==> src/rtl/vga_sync_receiver.sv <==
// vga_sync_receiver: recovers pixel column/row and the visible-area flag from
// active-low hSync/vSync sampled on the system clock. It also checks line and
// frame periods against the programmed timing and reports lock status.
// Ports:
//   clk, rst     system clock, synchronous active-high reset
//   hSync/vSync  active-low syncs, synchronous to clk
//   rx_x/rx_y    recovered column/row (0 at the matching sync falling edge)
//   rx_active    locked and (rx_x, rx_y) inside the visible window
//   locked       timing lock established
//   frame_start  pulse on every vSync fall seen while acquiring or locked
//   line_err     pulse on a failed line-period check or a line timeout
//   frame_err    pulse on a failed frame-period check
//   err_count    number of lock losses, saturating at 255
module vga_sync_receiver #(
  parameter int unsigned CLKS_PER_PIXEL = 4,
  parameter int unsigned H_TOTAL        = 800,
  parameter int unsigned V_TOTAL        = 525,
  parameter int unsigned H_ACT_START    = 144,
  parameter int unsigned H_ACT          = 640,
  parameter int unsigned V_ACT_START    = 35,
  parameter int unsigned V_ACT          = 480,
  parameter int unsigned LOCK_FRAMES    = 2
) (
  input  logic       clk,
  input  logic       rst,
  input  logic       hSync,
  input  logic       vSync,
  output logic [9:0] rx_x,
  output logic [9:0] rx_y,
  output logic       rx_active,
  output logic       locked,
  output logic       frame_start,
  output logic       line_err,
  output logic       frame_err,
  output logic [7:0] err_count
);

  localparam int unsigned LINE_CLKS = H_TOTAL * CLKS_PER_PIXEL;
  localparam int unsigned PW        = (CLKS_PER_PIXEL > 1) ? $clog2(CLKS_PER_PIXEL) : 1;
  localparam int unsigned GW        = $clog2(LOCK_FRAMES + 1);
  localparam logic [11:0] LC_MAX    = 12'hFFF;
  localparam logic [9:0]  POS_MAX   = 10'h3FF;

  typedef enum logic [1:0] {
    ST_UNLOCKED,
    ST_ACQUIRE,
    ST_LOCKED
  } state_t;

  logic          r_hs_prev, r_vs_prev;
  logic [11:0]   r_line_clk;
  logic [PW-1:0] r_pix_div;
  logic [9:0]    r_rx_x, r_rx_y;

  state_t        r_state, w_state_n;
  logic [GW-1:0] r_good, w_good_n, w_good_inc;
  logic          r_skip, w_skip_n;
  logic          r_line_seen_err, w_line_seen_err_n;
  logic [7:0]    r_err_count, w_err_count_n;
  logic          r_locked, r_frame_start, r_line_err, r_frame_err;
  logic          w_frame_start_c, w_line_err_c, w_frame_err_c;

  logic          w_hfall, w_vfall, w_line_fail, w_frame_fail, w_timeout;
  logic          w_in_h, w_in_v;

  assign w_hfall      = r_hs_prev & ~hSync;
  assign w_vfall      = r_vs_prev & ~vSync;
  assign w_line_fail  = w_hfall & (r_line_clk != 12'(LINE_CLKS - 1));
  assign w_frame_fail = w_vfall & (r_rx_y != 10'(V_TOTAL - 1));
  assign w_timeout    = (r_line_clk == LC_MAX);
  assign w_good_inc   = r_good + GW'(1);

  // Sync edge history and position recovery
  always_ff @(posedge clk) begin
    if (rst) begin
      r_hs_prev  <= 1'b1;
      r_vs_prev  <= 1'b1;
      r_line_clk <= '0;
      r_pix_div  <= '0;
      r_rx_x     <= '0;
      r_rx_y     <= '0;
    end else begin
      r_hs_prev <= hSync;
      r_vs_prev <= vSync;
      if (w_hfall) begin
        r_line_clk <= '0;
        r_pix_div  <= '0;
        r_rx_x     <= '0;
      end else begin
        if (r_line_clk != LC_MAX) r_line_clk <= r_line_clk + 12'd1;
        if (r_pix_div == PW'(CLKS_PER_PIXEL - 1)) begin
          r_pix_div <= '0;
          if (r_rx_x != POS_MAX) r_rx_x <= r_rx_x + 10'd1;
        end else begin
          r_pix_div <= r_pix_div + PW'(1);
        end
      end
      // vfall normally coincides with hfall and must win
      if (w_vfall) r_rx_y <= '0;
      else if (w_hfall && (r_rx_y != POS_MAX)) r_rx_y <= r_rx_y + 10'd1;
    end
  end

  // Lock state register and registered status outputs
  always_ff @(posedge clk) begin
    if (rst) begin
      r_state         <= ST_UNLOCKED;
      r_good          <= '0;
      r_skip          <= 1'b0;
      r_line_seen_err <= 1'b0;
      r_err_count     <= '0;
      r_locked        <= 1'b0;
      r_frame_start   <= 1'b0;
      r_line_err      <= 1'b0;
      r_frame_err     <= 1'b0;
    end else begin
      r_state         <= w_state_n;
      r_good          <= w_good_n;
      r_skip          <= w_skip_n;
      r_line_seen_err <= w_line_seen_err_n;
      r_err_count     <= w_err_count_n;
      r_locked        <= (w_state_n == ST_LOCKED);
      r_frame_start   <= w_frame_start_c;
      r_line_err      <= w_line_err_c;
      r_frame_err     <= w_frame_err_c;
    end
  end

  // Lock next-state and pulse decode
  always_comb begin
    w_state_n         = r_state;
    w_good_n          = r_good;
    w_skip_n          = r_skip;
    w_line_seen_err_n = r_line_seen_err;
    w_err_count_n     = r_err_count;
    w_frame_start_c   = 1'b0;
    w_line_err_c      = 1'b0;
    w_frame_err_c     = 1'b0;
    case (r_state)
      ST_UNLOCKED: begin
        if (w_vfall) begin
          w_state_n         = ST_ACQUIRE;
          w_good_n          = '0;
          w_skip_n          = 1'b1;
          w_line_seen_err_n = 1'b0;
        end
      end
      ST_ACQUIRE: begin
        w_frame_start_c = w_vfall;
        // The first line after acquisition starts may be partial
        w_line_err_c    = (w_line_fail & ~r_skip) | w_timeout;
        w_frame_err_c   = w_frame_fail;
        if (w_hfall) w_skip_n = 1'b0;
        if (w_timeout) begin
          w_state_n = ST_UNLOCKED;
          w_good_n  = '0;
        end else if (w_vfall) begin
          w_line_seen_err_n = 1'b0;
          if (w_frame_fail || w_line_err_c || r_line_seen_err) begin
            w_good_n = '0;
          end else begin
            w_good_n = w_good_inc;
            if (w_good_inc == GW'(LOCK_FRAMES)) w_state_n = ST_LOCKED;
          end
        end else if (w_line_err_c) begin
          w_good_n          = '0;
          w_line_seen_err_n = 1'b1;
        end
      end
      ST_LOCKED: begin
        w_frame_start_c = w_vfall;
        w_line_err_c    = w_line_fail | w_timeout;
        w_frame_err_c   = w_frame_fail;
        if (w_line_err_c || w_frame_err_c) begin
          w_state_n = ST_UNLOCKED;
          if (r_err_count != 8'hFF) w_err_count_n = r_err_count + 8'd1;
        end
      end
      default: w_state_n = ST_UNLOCKED;
    endcase
  end

  assign w_in_h = (r_rx_x >= 10'(H_ACT_START)) && (r_rx_x < 10'(H_ACT_START + H_ACT));
  assign w_in_v = (r_rx_y >= 10'(V_ACT_START)) && (r_rx_y < 10'(V_ACT_START + V_ACT));

  assign rx_x        = r_rx_x;
  assign rx_y        = r_rx_y;
  assign rx_active   = r_locked & w_in_h & w_in_v;
  assign locked      = r_locked;
  assign frame_start = r_frame_start;
  assign line_err    = r_line_err;
  assign frame_err   = r_frame_err;
  assign err_count   = r_err_count;

endmodule

==> config.mk <==
export PLATFORM = sky130hd
export DESIGN_NAME = vga_sync_receiver
export DESIGN_NICKNAME = d
export VERILOG_FILES = /design/src/rtl/vga_sync_receiver.sv
export SDC_FILE = /design/constraint.sdc
export NUM_CORES = 1
export LEC_CHECK = 0
export BUFFER_PORTS_ARGS = -buffer_cell sky130_fd_sc_hd__buf_2
export CAP_MARGIN = 20
export CELL_PAD_IN_SITES_DETAIL_PLACEMENT = 0
export CELL_PAD_IN_SITES_GLOBAL_PLACEMENT = 1
export CORE_UTILIZATION = 42
export CTS_CLUSTER_SIZE = 10
export DETAILED_ROUTE_END_ITERATION = 10
export PLACE_DENSITY_LB_ADDON = 0.1
export SYNTH_ARGS = -nofsm -noshare
export SYNTH_HDL_FRONTEND = slang
export SYNTH_SLANG_ARGS = --single-unit
export TNS_END_PERCENT = 20
==> constraint.sdc <==
create_clock -name clk -period 2.9 [get_ports clk]
set_input_delay 0.145 -clock clk [delete_from_list [all_inputs] [get_ports clk]]
set_output_delay 0.145 -clock clk [all_outputs]
set_load 0.02 [all_outputs]
After elaboration in Yosys (flattened, before gate mapping) --
Index checks and enable logic that the tools add are counted.
Operators by class: add/sub/neg operators 6, multipliers 0, div/mod/pow operators 0, magnitude comparators 4, equal/unequal tests 17, shifts and indexed selects 0, multiplexer cells 22, bitwise operators 13, reductions and logical operators 18
Operator list (count):
- 10-bit != test, second input constant | 3
- 12-bit != test, second input constant | 2
- 2-bit two-way mux | 11
- 10-bit by 1-bit adder with 10-bit output, second input constant | 2
- 10-bit less-than comparator, second input constant | 2
- 12-bit by 1-bit adder with 12-bit output, second input constant | 1
- 12-bit equality test, second input constant | 1
- 10-bit by 6-bit greater-or-equal comparator with 1-bit output, second input constant | 1
- 10-bit by 8-bit greater-or-equal comparator with 1-bit output, second input constant | 1
- 3-bit AND reduction | 3
- 8-bit by 1-bit adder with 8-bit output, second input constant | 1
- 2-bit equality test, second input constant | 4
- 8-bit != test, second input constant | 1
- 2-bit OR reduction | 4
- 1-bit AND | 7
- 1-bit two-way mux | 6
- 2-bit != test, second input constant | 3
- 1-bit one-hot mux with 2 select lines | 3
- 2-bit one-hot mux with 3 select lines | 1
- 2-bit by 1-bit adder with 2-bit output, second input constant | 2
- 4-bit != test, second input constant | 1
- 1-bit inverter | 4
- 2-bit one-hot mux with 2 select lines | 1
- 4-bit AND reduction | 1
- other kinds (9) | 14
Word-level totals: flip-flop bits (word level) 54, bits in latches 0, bits in writable memories 0, ROM bits 0, bits of input ports 4, output and inout port bits 33, logic and storage cells 95, memories kept 0

Longest topological paths before layout --
Gate-level depths: netlist (run 1).
word-level depth 12, depth in mapped cells 8

Worst setup path after synthesis (run 1) --
Ideal clock, no wire load.
path type register to register, start point register r_line_clk[7], end point register r_err_count[4] (netlist: err_count[4]), setup time 128 ps, data arrival time 2072 ps, required time 2772 ps, slack 700 ps, cell stages (with the launch flop) 7, cell sequence dfxtp_1 or4b_1 or4_4 a211oi_2 nor4b_1 xnor2_1 nor2_1
On the way: cells in the longest elaborated chain, start to end 5, elaborated cells on any way between the ends 6, those cells by class eq/ne (2); bitwise (2); reduce/logical (2)
Ends and longest elaborated chain:
- start, declared | RTL line 51 | logic [11:0] r_line_clk;
- start signal, assigned | RTL line 90 | if (r_line_clk != LC_MAX) r_line_clk <= r_line_clk + 12'd1;
- 12-bit != test | RTL line 68 | assign w_line_fail = w_hfall & (r_line_clk != 12'(LINE_CLKS - 1));
- 1-bit AND | RTL line 68
- 1-bit OR (*) | RTL line 172 | w_line_err_c = w_line_fail | w_timeout;
- 1-bit logical OR (*) | RTL line 174 | if (w_line_err_c || w_frame_err_c) begin
- 3-bit AND reduction (no line) (*)
- end signal, assigned | RTL line 121 | r_err_count <= w_err_count_n;
- end, declared | RTL line 59 | logic [7:0] r_err_count, w_err_count_n;
Mark *: on every way between the ends. The rest lies on a longest branch, timed or not. A chain may end at the register's enable or synchronous reset.

Final worst setup path (run 1) --
start point register r_line_clk[8], end point register r_err_count[4] (netlist: err_count[4])
Same word-level chain as after synthesis.

==> flow_metrics.tcl, run 1 <==
set metrics [dict create \
    worst_setup_timing_slack_at_the_placement_stage_ns 0.465 \
    synth_seq_cells 54 \
    regToRegEndpoint "err_count[4]" \
    grt_pass1_vias 1843 \
    die_area_um2 6520 \
    place_area_um2 2850 \
    setup_slack_ns 0.476 \
    synth.lib_cells_used.distinct 46 \
    cap_violations 0 \
    yosys.area_share.xor_xnor 0.0975 \
    synthesis.instances 307 \
    synthesis.area_per_instance_um2 8.48 \
    crit_start_category "register" \
    fin_tns_setup_ns 0 \
    yosys_warnings 0 \
    layout-drive-gt1-share 0.157 \
    switching_fraction 0.258 \
    cts_made_buffers 5 \
    finalNonFillerCells 420 \
    detailedRoute.firstIterationViolations 53 \
    crit_path_max_fanout 8 \
    critPathTopFamily "simple AND/OR/NAND/NOR gates" \
    clockPowerShare 0.330 \
    detail_route.first_pass.iterations 4 \
    postCtsResizedCells 0 \
    fin_hold_viols 0 \
    crit-reg2reg-launch "r_line_clk[8]" \
    crit_chain "or4b_1 > or4_4 > a211oi_2 > nor4b_1 > xnor2_1 > nor2_1" \
    hold_buffers 0 \
    p_int_w 0.000961 \
    setup_crit_start "r_line_clk[8]" \
    placedCellCount 412 \
    antenna-diode-count 0 \
    ys_top_cells_by_count "sky130_fd_sc_hd__dfxtp_1 (54), sky130_fd_sc_hd__nor2_1 (50), sky130_fd_sc_hd__nand2_1 (24), sky130_fd_sc_hd__a21oi_1 (18), sky130_fd_sc_hd__xnor2_1 (16)" \
    synth.mux.area_fraction 0.00769 \
    setup.worst_path.end_class "register" \
    cellLeakagePower_nw 1.15 \
    vias 2185 \
    portion_of_synthesized_cell_area_occupied_by_the_leading_cell_type 0.415 \
    postCtsSetupRepairBufs 0 \
    reg2reg_depth 6 \
    vdd_ir_drop_max_mv 0.194 \
    classification_of_the_worst_setup_path "reg -> reg" \
    p_per_area_nw_per_um2 440 \
    slew_of_the_pin_with_the_lowest_slew_margin_ns 0.589 \
    post-route-cell-area_um2 2940 \
    drt_wl_total_um 5430 \
    synth_top_family_by_area "simple AND/OR/NAND/NOR gates" \
    finalCritPeriodShare 0.836 \
    finalClockSkew_ns 0.00742 \
    track_usage 0.171 \
    postRouteAntennaNets 0 \
    globalRouteOverflowTotal 0 \
    tritoncts_num_sinks 54 \
    critical_path_at_ns 2.62 \
    timing.reg2reg.setup_slack_ns 0.48 \
    yosysSeqAreaShare 0.415 \
    drt_drc_violations_left 0 \
    chipWidth_um 80.7 \
    cts_tree "done" \
    netlist_top_cells_area "sky130_fd_sc_hd__dfxtp_1 (42%), sky130_fd_sc_hd__nor2_1 (7.2%), sky130_fd_sc_hd__ha_1 (5.8%), sky130_fd_sc_hd__xnor2_1 (5.4%), sky130_fd_sc_hd__xor2_1 (4.4%)" \
    timing.hold.worst.class "in -> reg" \
    numPortBuffers 36 \
    coreArea_um2 5960 \
    drv_slew 0 \
    floorplan.die.height_um 80.7 \
    path_clk_slew_ns 0.10 \
    max_slew_margin 0.607 \
    grt_setup_unrepaired "no" \
    largest_net_degree_at_the_start_of_global_routing 25 \
    std_cell_rows 28 \
    endpoints_failing_setup 0 \
    crit_cells 6 \
    insertion_delay_of_the_later_clocked_pin_in_the_worst_skew_pair_ns 0.31 \
    cp_data_required_time_ns 3.10 \
    synthAdderAreaFrac 0.0577 \
    mappedNetlistArea_um2 2600 \
    yosys.cell_count.top_type "sky130_fd_sc_hd__dfxtp_1" \
    start_util 0.437 \
    detailedPlacementHpwl_um 3820 \
    run_status "completed" \
    post_drt_via_cell_ratio 5.20 \
    gpl.final_weighted_congestion 0.773 \
    ctsLongestPathBuffers 2 \
    async_flop_share 0 \
    fmax_mhz 413 \
    timing.final.crit_period_ns 2.42 \
    worst_setup_path_endpoint "err_count[4]" \
    synth-simple-area-share 0.294 \
    routed_wire_length_per_instance_um 12.9 \
    area_growth_pct 13.0 \
    seqPwrFrac 0.590 \
    boundaryPins 37 \
    synth_largest_area_cell "sky130_fd_sc_hd__dfxtp_1" \
    number_of_nets_in_the_layout 360 \
    cpPeakStageDelay_ns 0.53 \
    synthFlopType "sky130_fd_sc_hd__dfxtp_1" \
    grt_antenna_before_repair 0 \
    share_of_the_synthesized_area_in_compound_gates_ao_oa_aoi_oai 0.102 \
    sum_of_buffers_and_inverters_on_the_critical_path 0 \
    htree_num_levels 2 \
    slowest_stage "sky130_fd_sc_hd__or4_4" \
    synth_fp_nets 323 \
    clock_tree.root_cell "sky130_fd_sc_hd__clkbuf_8" \
    total_switching_power_w 0.000334 \
    grt_pass1_wl_um 8660 \
    comb_power_share 0.079 \
    synth_enable_flop_cells 0 \
]
==> through the flow <==
step	total power [W]	util	hold WS, ns
6_report	0.00129	0.494	0.0355
5_1_grt	0.00136	0.494	0.0289
4_1_cts	0.00132	0.494	0.0222
3_5_place_dp	0.000885	0.479	0.356
3_3_place_gp	0.000885	0.479	0.349
2_1_floorplan	0.000861	-	0.252
==> per-layer routing <==
metal,share of wire,GRT usage,wire [um]
met1,0.53,0.240,2850
met2,0.42,0.260,2300
met3,0.040,0.0382,217
met4,0.012,0.0554,63
met5,0,0,0
==> area by class of cell <==
type | count | area [um^2]
fill | 615 | 3010
multi-input combinational | 237 | 1460
sequential | 54 | 1080
inverter | 9 | 33.8
clock inverter | 3 | 21.3
clock buffer | 5 | 68.8
timing repair buffer | 37 | 188
tap | 75 | 93.8
==> cell usage in the layout (no fill, tap or decap), drive strengths merged, types with 2 or more instances in the layout <==
| cell | synthesis | routed |
|---|---|---|
| o31a | 2 | 2 |
| nor4 | 4 | 4 |
| or3 | 2 | 2 |
| and2 | 2 | 2 |
| nand3 | 15 | 15 |
| o311ai | 2 | 2 |
| nor2b | 4 | 4 |
| o21ai | 7 | 7 |
| nor3b | 3 | 3 |
| nand2b | 3 | 3 |
| buf | 2 | 37 |
| nor2 | 50 | 50 |
| clkbuf | 5 | 5 |
| ha | 12 | 12 |
| nor3 | 13 | 13 |
| inv | 9 | 9 |
| and3 | 5 | 5 |
| dfxtp | 54 | 54 |
| mux2i | 2 | 2 |
| or4 | 4 | 4 |
| a21oi | 18 | 18 |
| or2 | 3 | 3 |
| clkinv | 0 | 2 |
| and4 | 2 | 2 |
| nand4 | 9 | 9 |
| a31oi | 4 | 4 |
| a211oi | 4 | 4 |
| xnor2 | 16 | 16 |
| xor2 | 13 | 13 |
| nor4b | 2 | 2 |
| nand2 | 25 | 25 |
==> worst register-to-register path, delay by kind of cell, from the launching register on <==
family / cells / cell delay (ns)
flops: 1 / 0.38
simple gates: 4 / 1.24
compound gates: 1 / 0.53
xor+xnor: 1 / 0.16
==> power by group through the flow <==
stage | clock network (W) | logic [W] | registers, W
final | 0.000428 | 0.000103 | 0.000764
after global routing | 0.000477 | 0.000117 | 0.000767
after CTS | 0.000447 | 0.000104 | 0.000765
after detailed placement | 0 | 0.000103 | 0.000782
after global placement | 0 | 0.000104 | 0.000782
after floorplan | 0 | 0.0000772 | 0.000783
==> sequential cells by signal (all words and copies together), names as in the netlist <==
register / cells
rx_x: 10
line_err: 1
err_count: 8
locked: 1
r_state: 2
r_skip: 1
rx_y: 10
r_vs_prev: 1
frame_start: 1
r_hs_prev: 1
frame_err: 1
r_line_seen_err: 1
r_line_clk: 12
r_pix_div: 2
r_good: 2
==> logic make-up after synthesis <==
logic type | Yosys count
compound gates | 43
simple gates | 151
mux | 2
fa+ha+maj | 12
buf+inv | 16
flops | 54
xor+xnor | 29
==> worst min path at each step <==
stage                      endpoint  slack [ns]   from  cells after the start
after floorplan           r_hs_prev        0.25  hSync                      1
after global placement    r_hs_prev        0.35  hSync                      2
after detailed placement  r_hs_prev        0.36  hSync                      2
after CTS                 r_hs_prev        0.02  hSync                      2
after global routing      r_hs_prev        0.03  hSync                      2
final                     r_hs_prev        0.04  hSync                      2
Power figures use the tool's default switching activity.
==> run 2: changes to the inputs <==
- CORE_UTILIZATION: 42 -> 38
- clock period: 2.9 -> 2.18 ns (I/O delays scaled with it)
==> run 2 against run 1 <==
Net effect:
- the run now ends with DRC left
- critical path depth is the same
- wire length grew 2.7%
- power grew 32%
- combinational power grew 57%
- non-clock buffer count grew 20
- global-route usage shrank 0.39 points
- sequential power grew 34%
- largest power group unchanged
- sequential cell count is the same
- via count grew 3.3%
- die area grew 10%
- clock power grew 26%
- fmax grew 11%
==> flow_metrics.tcl, run 2 (same netlist as run 1, synthesis figures left out) <==
set metrics [dict create \
    clockPowerShare 0.314 \
    timing.reg2reg.setup_slack_ns 0.002 \
    routed_wire_length_per_instance_um 12.6 \
    largest_register "r_line_clk" \
    run_status "finished, violations left" \
    layout.cells.most_common "sky130_fd_sc_hd__dfxtp_1" \
    number_of_nets_in_the_layout 380 \
    total_switching_power_w 0.000428 \
    htree_num_levels 2 \
    grt_setup_unrepaired "yes" \
    layout-drive-gt1-share 0.209 \
    slew_of_the_pin_with_the_lowest_slew_margin_ns 0.542 \
    cp_data_required_time_ns 2.42 \
    seqPwrFrac 0.592 \
    std_cell_rows 29 \
    switching_fraction 0.250 \
    crit_start_category "register" \
    path_clk_slew_ns 0.09 \
    clock_tree.root_cell "sky130_fd_sc_hd__clkbuf_8" \
    cts_tree "done" \
    chipWidth_um 84.8 \
    finalClockSkew_ns 0.00836 \
    worst_setup_path_endpoint "r_good[1]" \
    boundaryPins 37 \
    worst_setup_timing_slack_at_the_placement_stage_ns -0.0264 \
    finalNonFillerCells 441 \
    drt_wl_total_um 5580 \
    crit-reg2reg-launch "r_line_clk[7]" \
    comb_power_share 0.094 \
    p_per_area_nw_per_um2 552 \
    fin_tns_setup_ns 0 \
    classification_of_the_worst_setup_path "reg -> reg" \
    fmax_mhz 459 \
    setup_crit_start "r_line_clk[7]" \
    fin_hold_viols 0 \
    start_util 0.401 \
    largest_register_ff_count 12 \
    layout.cells.most_common_list "sky130_fd_sc_hd__dfxtp_1 (54), sky130_fd_sc_hd__nor2_1 (50), sky130_fd_sc_hd__buf_2 (36)" \
    reg2reg_depth 6 \
    cap_violations 0 \
    tritoncts_num_sinks 54 \
    detailedRoute.firstIterationViolations 88 \
    largest_net_degree_at_the_start_of_global_routing 25 \
    drv_slew 0 \
    detail_route.first_pass.iterations 8 \
    grt_pass1_vias 2084 \
    coreArea_um2 6490 \
    drt_drc_violations_left 5 \
    vdd_ir_drop_max_mv 0.258 \
    vias 2257 \
    setup.worst_path.end_class "register" \
    globalRouteOverflowTotal 0 \
    p_int_w 0.00129 \
    grt_antenna_before_repair 0 \
    track_usage 0.167 \
    die_area_um2 7190 \
    regToRegEndpoint "r_good[1]" \
    insertion_delay_of_the_later_clocked_pin_in_the_worst_skew_pair_ns 0.30 \
    violations "DRC" \
    placedCellCount 434 \
    post-route-util 0.478 \
    timing.hold.worst.class "in -> reg" \
    crit_path_max_fanout 5 \
    floorplan.die.height_um 84.8 \
    numPortBuffers 36 \
    setup_slack_ns 0.00248 \
    place_area_um2 3010 \
    postRouteAntennaNets 0 \
    critical_path_at_ns 2.42 \
    cts_made_buffers 5 \
    area_growth_pct 19.3 \
    finalCritPeriodShare 0.999 \
    gpl.final_weighted_congestion 0.752 \
    detailedPlacementHpwl_um 4040 \
    timing.final.crit_period_ns 2.18 \
    cellLeakagePower_nw 1.25 \
    post-route-cell-area_um2 3110 \
    grt_pass1_wl_um 9790 \
    endpoints_failing_setup 0 \
    antenna-diode-count 0 \
    max_slew_margin 0.636 \
    post_drt_via_cell_ratio 5.12 \
    ctsLongestPathBuffers 2 \
]
==> run 2: repair_timing <==
action,CTS,global route
hold buffers,0,0
pin swaps,2,2
gates resized for setup,0,5
setup endpoints to repair,10,13
buffers inserted,0,0
==> run 2: per-stage QoR <==
step / total power (W) / hold slack [ns]
CTS: 0.00175 / 0.000266
detailed placement: 0.00120 / 0.320
floorplan: 0.00115 / 0.216
global route: 0.00182 / 0.00323
finish: 0.00171 / 0.00832
global placement: 0.00120 / 0.314
==> run 2: power by group through the flow <==
stage	sequential (W)	combinational (W)	clock, W
floorplan	0.00104	0.000104	0
global placement	0.00104	0.000163	0
detailed placement	0.00104	0.000162	0
CTS	0.00102	0.000163	0.000570
global route	0.00102	0.000184	0.000618
finish	0.00102	0.000162	0.000538
==> run 2: how the worst min path moves through the flow <==
stage,startpoint,end,cells past startpoint
after floorplan,hSync,r_hs_prev,1
after global placement,hSync,r_hs_prev,2
after detailed placement,hSync,r_hs_prev,2
after CTS,hSync,r_hs_prev,2
after global routing,hSync,r_hs_prev,2
final,hSync,r_hs_prev,2
==> run 2: critical path: stages, from the launching register on <==
cell and delay [ns]:
sky130_fd_sc_hd__dfxtp_1 0.32, sky130_fd_sc_hd__or4b_1 0.52, sky130_fd_sc_hd__or4_4 0.48, sky130_fd_sc_hd__nand2_2 0.09, sky130_fd_sc_hd__nor2_1 0.05, sky130_fd_sc_hd__or4_4 0.53, sky130_fd_sc_hd__o21ai_2 0.12
==> run 2: layout make-up <==
cell class	count	area, um^2
clock buffers	5	68.8
clock inverters	2	10.0
fillers	642	3390
inverters	9	33.8
multi-input cells	237	1470
flip-flops and latches	54	1080
well taps	77	96.3
repair buffers	57	342
==> run 2: per-layer routing <==
metal,part of all wire,track usage,routed length [um],up-vias
met2,0.45,0.261,2490,53
met3,0.044,0.0334,243,4
li1,-,-,-,1189
met4,0.0072,0.0462,40,0
met5,0,0,0,-
met1,0.50,0.235,2810,1011
